[src/rtl/stage_if_pkg.sv]
// Shared definitions for the instruction-fetch stage: exception codes, FSM
// encodings and the IF/ID bundle layout.
package stage_if_pkg;

  localparam int EC_W = 5;
  localparam logic [EC_W-1:0] EC_TLBL = 5'h02;
  localparam logic [EC_W-1:0] EC_ADEL = 5'h04;
  localparam logic [EC_W-1:0] EC_NONE = 5'h1F;

  typedef enum logic [1:0] {
    S_REQ  = 2'd0,
    S_WAIT = 2'd1,
    S_HOLD = 2'd2
  } if_state_e;

  typedef struct packed {
    logic [31:0]     instr;
    logic [31:0]     next_pc;
    logic [EC_W-1:0] exc_code;
    logic [31:0]     exc_addr;
  } if2id_t;

  localparam int IF2ID_WIRE_WIDTH = $bits(if2id_t);

  function automatic if2id_t make_entry(input logic [31:0] instr,
                                        input logic [31:0] addr,
                                        input logic [EC_W-1:0] exc_code);
    if2id_t e;
    e.instr    = instr;
    e.next_pc  = addr + 32'd4;
    e.exc_code = exc_code;
    e.exc_addr = addr;
    return e;
  endfunction

endpackage

[src/rtl/stage_if_skid_buf.sv]
// One-entry holding buffer for a fetched entry that ID cannot take yet.
module if_skid_buf
  import stage_if_pkg::*;
(
  input  logic   clk,
  input  logic   rst,
  input  logic   load,
  input  logic   accept,
  input  logic   flush,
  input  if2id_t data_in,
  output logic   valid,
  output if2id_t data
);

  always_ff @(posedge clk) begin
    if (!rst || flush) begin
      valid <= 1'b0;
    end else if (load) begin
      valid <= 1'b1;
    end else if (accept) begin
      valid <= 1'b0;
    end
    if (load) begin
      data <= data_in;
    end
  end

endmodule

[src/rtl/stage_if.sv]
// Instruction-fetch stage: PC, imem request/ready handshake, redirects and
// the registered IF/ID bundle.
module stage_if
  import stage_if_pkg::*;
#(
  parameter logic [31:0] RESET_PC     = 32'hBFC00000,
  parameter logic [31:0] BUBBLE_INSTR = 32'h00000000
) (
  input  logic                        clk,
  input  logic                        rst,
  input  logic                        stall,
  input  logic                        clear,
  input  logic                        branch_valid,
  input  logic [31:0]                 branch_dest,
  input  logic                        exc_redirect,
  input  logic [31:0]                 exc_redirect_pc,
  output logic                        imem_req,
  output logic [31:0]                 imem_addr,
  input  logic                        imem_ready,
  input  logic [31:0]                 imem_data,
  input  logic [EC_W-1:0]             imem_exc,
  output logic                        stall_req,
  output logic [IF2ID_WIRE_WIDTH-1:0] interstage_if2id,
  output if_state_e                   debug_state
);

  // imem handshake: a fetch completes on any cycle where imem_req and
  // imem_ready are both high; once raised, imem_req and imem_addr hold until
  // that cycle, even across redirects (the returned word is then squashed).

  if_state_e   state, state_next;
  logic [31:0] pc, pc_next, req_addr, redirect_pc;
  logic        squash, squash_next;
  logic        redirect, misaligned, fetch_done;
  logic        new_valid, avail, take, skid_load;
  logic        skid_valid;
  if2id_t      new_entry, skid_entry, head, out_q, out_next;

  if_skid_buf u_skid (
    .clk     (clk),
    .rst     (rst),
    .load    (skid_load),
    .accept  (take && skid_valid),
    .flush   (redirect),
    .data_in (new_entry),
    .valid   (skid_valid),
    .data    (skid_entry)
  );

  always_comb begin
    redirect    = exc_redirect || branch_valid;
    redirect_pc = exc_redirect ? exc_redirect_pc : branch_dest;
    misaligned  = (pc[1:0] != 2'b00);
    imem_req    = rst && ((state == S_WAIT) || (state == S_REQ && !misaligned));
    imem_addr   = (state == S_WAIT) ? req_addr : pc;
    fetch_done  = imem_req && imem_ready;

    new_valid = 1'b0;
    new_entry = make_entry(BUBBLE_INSTR, pc, EC_ADEL);
    if (state == S_REQ && misaligned) begin
      new_valid = 1'b1;
    end else if (fetch_done && !squash) begin
      new_valid = 1'b1;
      new_entry = make_entry(imem_data, imem_addr, imem_exc);
    end

    // A redirect in this cycle makes every in-flight entry wrong-path.
    avail     = rst && !redirect && (skid_valid || new_valid);
    stall_req = !avail;
    take      = avail && !stall && !clear;
    skid_load = new_valid && !redirect && !take;
    head      = skid_valid ? skid_entry : new_entry;

    out_next          = head;
    if (!take) begin
      out_next.instr    = BUBBLE_INSTR;
      out_next.next_pc  = pc;
      out_next.exc_code = EC_NONE;
      out_next.exc_addr = 32'h0;
    end

    state_next  = state;
    pc_next     = pc;
    squash_next = squash;
    if (redirect) begin
      pc_next = redirect_pc;
      if (imem_req && !imem_ready) begin
        state_next  = S_WAIT;
        squash_next = 1'b1;
      end else begin
        state_next  = S_REQ;
        squash_next = 1'b0;
      end
    end else if (take) begin
      pc_next    = pc + 32'd4;
      state_next = S_REQ;
    end else if (skid_load) begin
      state_next = S_HOLD;
    end else begin
      case (state)
        S_REQ:   if (imem_req) state_next = S_WAIT;
        S_WAIT: begin
          if (fetch_done) begin
            state_next  = S_REQ;
            squash_next = 1'b0;
          end
        end
        default: state_next = state;
      endcase
    end
  end

  always_ff @(posedge clk) begin
    if (!rst) begin
      state    <= S_REQ;
      pc       <= RESET_PC;
      req_addr <= RESET_PC;
      squash   <= 1'b0;
      out_q    <= '{instr: BUBBLE_INSTR, next_pc: RESET_PC,
                    exc_code: EC_NONE, exc_addr: 32'h0};
    end else begin
      state  <= state_next;
      pc     <= pc_next;
      squash <= squash_next;
      if (state == S_REQ) req_addr <= pc;
      if (!stall) out_q <= out_next;
    end
  end

  assign interstage_if2id = out_q;
  assign debug_state      = state;

endmodule
[config.mk]
export PLATFORM = sky130hd
export DESIGN_NAME = stage_if
export DESIGN_NICKNAME = d
export VERILOG_FILES = /design/src/rtl/stage_if_pkg.sv /design/src/rtl/stage_if_skid_buf.sv /design/src/rtl/stage_if.sv
export SDC_FILE = /design/constraint.sdc
export NUM_CORES = 1
export LEC_CHECK = 0
export ABC_CLOCK_PERIOD_IN_PS = 12450
export CORE_MARGIN = 5
export CORE_UTILIZATION = 50
export CTS_CLUSTER_DIAMETER = 50
export CTS_CLUSTER_SIZE = 30
export DETAILED_ROUTE_END_ITERATION = 12
export DONT_BUFFER_PORTS = 1
export HOLD_SLACK_MARGIN = 0.03
export PLACE_DENSITY = 0.77
export REMOVE_ABC_BUFFERS = 1
export SETUP_SLACK_MARGIN = 0.4
export SLEW_MARGIN = 20
export SYNTH_ARGS = -nofsm -noshare
export SYNTH_HDL_FRONTEND = slang
export SYNTH_HIERARCHICAL = 1
export SYNTH_SLANG_ARGS = --single-unit
export TNS_END_PERCENT = 30
[constraint.sdc]
create_clock -name clk -period 12.45 [get_ports clk]
set_input_delay 2.49 -clock clk [delete_from_list [all_inputs] [get_ports clk]]
set_output_delay 2.49 -clock clk [all_outputs]
set_load 0.03 [all_outputs]
==> reports/summary.txt <==
CP max-delay cell: o211ai_1
Peak Freq: 0.1618 GHz
ANT nets after route: 0
Initial DRC Count: 1285
H-tree Lvls: 1
DRC: 0
CTS tree: done
Post-synth EDFFs: 101
Setup WS pre-CTS: 6.286 ns
reg2reg end: interstage_if2id[67]$_SDFFE_PN0N_
setup TNS: 0 ns
via count: 11390
Pleak: 5.265 nW
Crit path required time: 9.96 ns
Clock Tree Buf Depth: 3
first-pass GRT wire length: 63.60 mm
Worst Setup Start Kind: input port
CTS buffer count: 30
fin crit period: 6.182 ns
share of cells above drive strength 1: 0.09282
Arr. time, crit path: 3.69 ns
clk sinks: 270
Post-CTS Hold Fix Bufs: 0
most frequent cell after synthesis: nand2_1
worst r2r src: debug_state[0]$_SDFFE_PN0P_
drt total wl: 41.75 mm
cell accounting for the most synthesized area: dfxtp_1
worst-margin pin slew: 1.023 ns
HPWL Detailed: 26.24 mm
grt met2 use: 0.4108
all-layer global routing usage: 0.2570
crit path max fanout: 50
synthesized area: 13720 um2
Core Area: 26950 um2
r2r worst-path depth: 10
R2R setup slack: 7.96 ns
IO Count: 245
cells along the critical path: nand3b_1, a21oi_1, o211ai_1
total iterations of the first detailed-routing run: 8
Sequential Area: 6420 um2
WL/cell: 22.94 um
asr flop ratio synth: 0
Layout fillers: 2358
synth warn: 6
# port buffers: 0
RSZ-0062 raised after global routing: false
final hold violation count: 0
Max Cap Violations: 0
Max stage delay on crit path: 0.76 ns
Crit Path Class: input port to output port
outcome: finished, final reports clean
worst hold path class: register to register
maximum vdd ir drop: 0.1229 mV
Unique masters post-synth: 76
cts repair resizes: 0
largest net degree at the start of global routing: 133
chip height: 175.6 um
clk_lat worst skew: 0.57 ns
worst setup path endpoint: stall_req
initial core utilization: 0.5090
Cells after Synth: 1544
synthesis-stage register bit count: 270
CTS root buffer: clkbuf_16
CP Capture Type: output port
Worst slew margin: 0.3131
final core occ: 0.5489
Slew Limit Fails: 0
top cells by area, synth: dfxtp_1 (25%), edfxtp_1 (22%), nand2_1 (5.9%), mux2i_1 (5.0%), a21oi_1 (4.7%)
register clock-pin slew on the reported worst setup and hold paths: 0.06 ns
final setup fails: 0
Final Skew: 0.01225 ns
standard-cell rows: 60
top_reg_cell synth: dfxtp_1
Post-synth top cells: nand2_1 (217), dfxtp_1 (169), nor2_1 (142)
vias in the first global route: 10810
Post-CTS Setup Bufs: 0
Vias per Instance: 6.259
Top Usage Layer GRT: met2
M1 GR Usage: 0.3331
grt total ovfl: 0
fin nets: 1562
post-synthesis sequential area ratio: 0.4678
antenna violations before repair: 2
fin worst setup slack: 6.268 ns
Avg Inst Size Synth: 8.884 um2
CP Launch Point: rst
chip width: 175.6 um
GPL Wtd Cong: 0.8645
Area Growth Syn to Fin: 7.854%
M3 GR Usage: 0.08803
Die Area: 30850 um2
top cell type's share of synthesized area: 0.2466
area of the multi-input gates: 6670 um2
final worst-path cycle share: 0.4966
Pwr Density: 144.9 nW/um2
-- report_power, final --
part	leakage, nW	internal (mW)	switching, mW
combinational	2.44	0.0734	0.154
sequential	2.35	0.953	0.0491
clock	0.480	0.527	0.388
-- routing by layer --
metal | wire length (um) | share of wire
met5 | 13 | 0.00031
met4 | 1263 | 0.030
met3 | 4924 | 0.12
met2 | 19020 | 0.46
met1 | 16530 | 0.40
-- critical path: cells and delay by family --
family           cells  cell delay (ns)
AO/OA/AOI/OAI        2             0.98
AND/OR/NAND/NOR      1             0.19
-- worst min path at each step --
stage	from	to	slack [ns]	cells after the start
floorplan	req_addr[13]$_SDFFE_PN0P_	req_addr[13]$_SDFFE_PN0P_	0.43	2
global placement	req_addr[13]$_SDFFE_PN0P_	req_addr[13]$_SDFFE_PN0P_	0.44	2
detailed placement	req_addr[8]$_SDFFE_PN0P_	req_addr[8]$_SDFFE_PN0P_	0.45	2
CTS	req_addr[30]$_SDFFE_PN0P_	req_addr[30]$_SDFFE_PN0P_	0.46	2
global route	req_addr[30]$_SDFFE_PN0P_	req_addr[30]$_SDFFE_PN0P_	0.48	2
finish	req_addr[30]$_SDFFE_PN0P_	req_addr[30]$_SDFFE_PN0P_	0.46	2
-- state kept, by name, indices dropped and copies added, names as in the netlist --
signal / flops
squash: 1
debug_state: 2
pc: 32
u_skid/valid: 1
interstage_if2id: 101
req_addr: 32
u_skid/data: 101
-- placed cells by master, fill, tap and decap left out, types with 11 or more instances in the layout --
cell type  netlist  routed
mux2_2          33      33
a221oi_1        28      28
nor2b_1         12      11
a21oi_1        130     130
a22oi_1         42      42
dfxtp_1        169     168
xor2_1          15      15
edfxtp_1       101     101
and2_1          44      44
nor3_1          59      59
o21ai_0         80      80
inv_1           29      29
nand3_1         39      39
clkbuf_16        0      30
nand2_1        217     217
xnor2_1         34      34
and3_1          21      21
buf_4            0      13
nor2_1         142     139
mux2i_1         69      69
-- kinds of logic (layout without fill, tap and decap cells) --
group,after synthesis,count (layout),synth area share
fa+ha+maj,2,2,0.001824
buf+inv,171,103,0.05008
simple gates,594,594,0.2061
mux,107,107,0.08374
xor+xnor,49,49,0.03129
compound gates,351,351,0.1592
flops,270,270,0.4678
other cells,0,3,0
-- cell type report --
class                      count  area share
tap                          341     0.02884
antenna                        3   0.0005074
timing repair buffer          14    0.007612
clock buffer                  37     0.05387
sequential                   270      0.4339
multi-input combinational   1103      0.4509
clock inverter                19     0.01582
inverter                      33    0.008542
-- through the flow --
| stage | instance area (um2) | total power, mW | hold WS, ns | instances |
|---|---|---|---|---|
| after CTS | 14780 | 2.149 | 0.4586 | 1817 |
| after detailed placement | 13750 | 1.244 | 0.4480 | 1761 |
| after global routing | 14790 | 2.217 | 0.4777 | 1818 |
| after floorplan | 13150 | 1.178 | 0.4338 | 1406 |
| final | 14790 | 2.144 | 0.4568 | 1820 |
| after global placement | 13740 | 1.236 | 0.4403 | 1760 |
No activity file was read; power rests on OpenSTA's default activity.
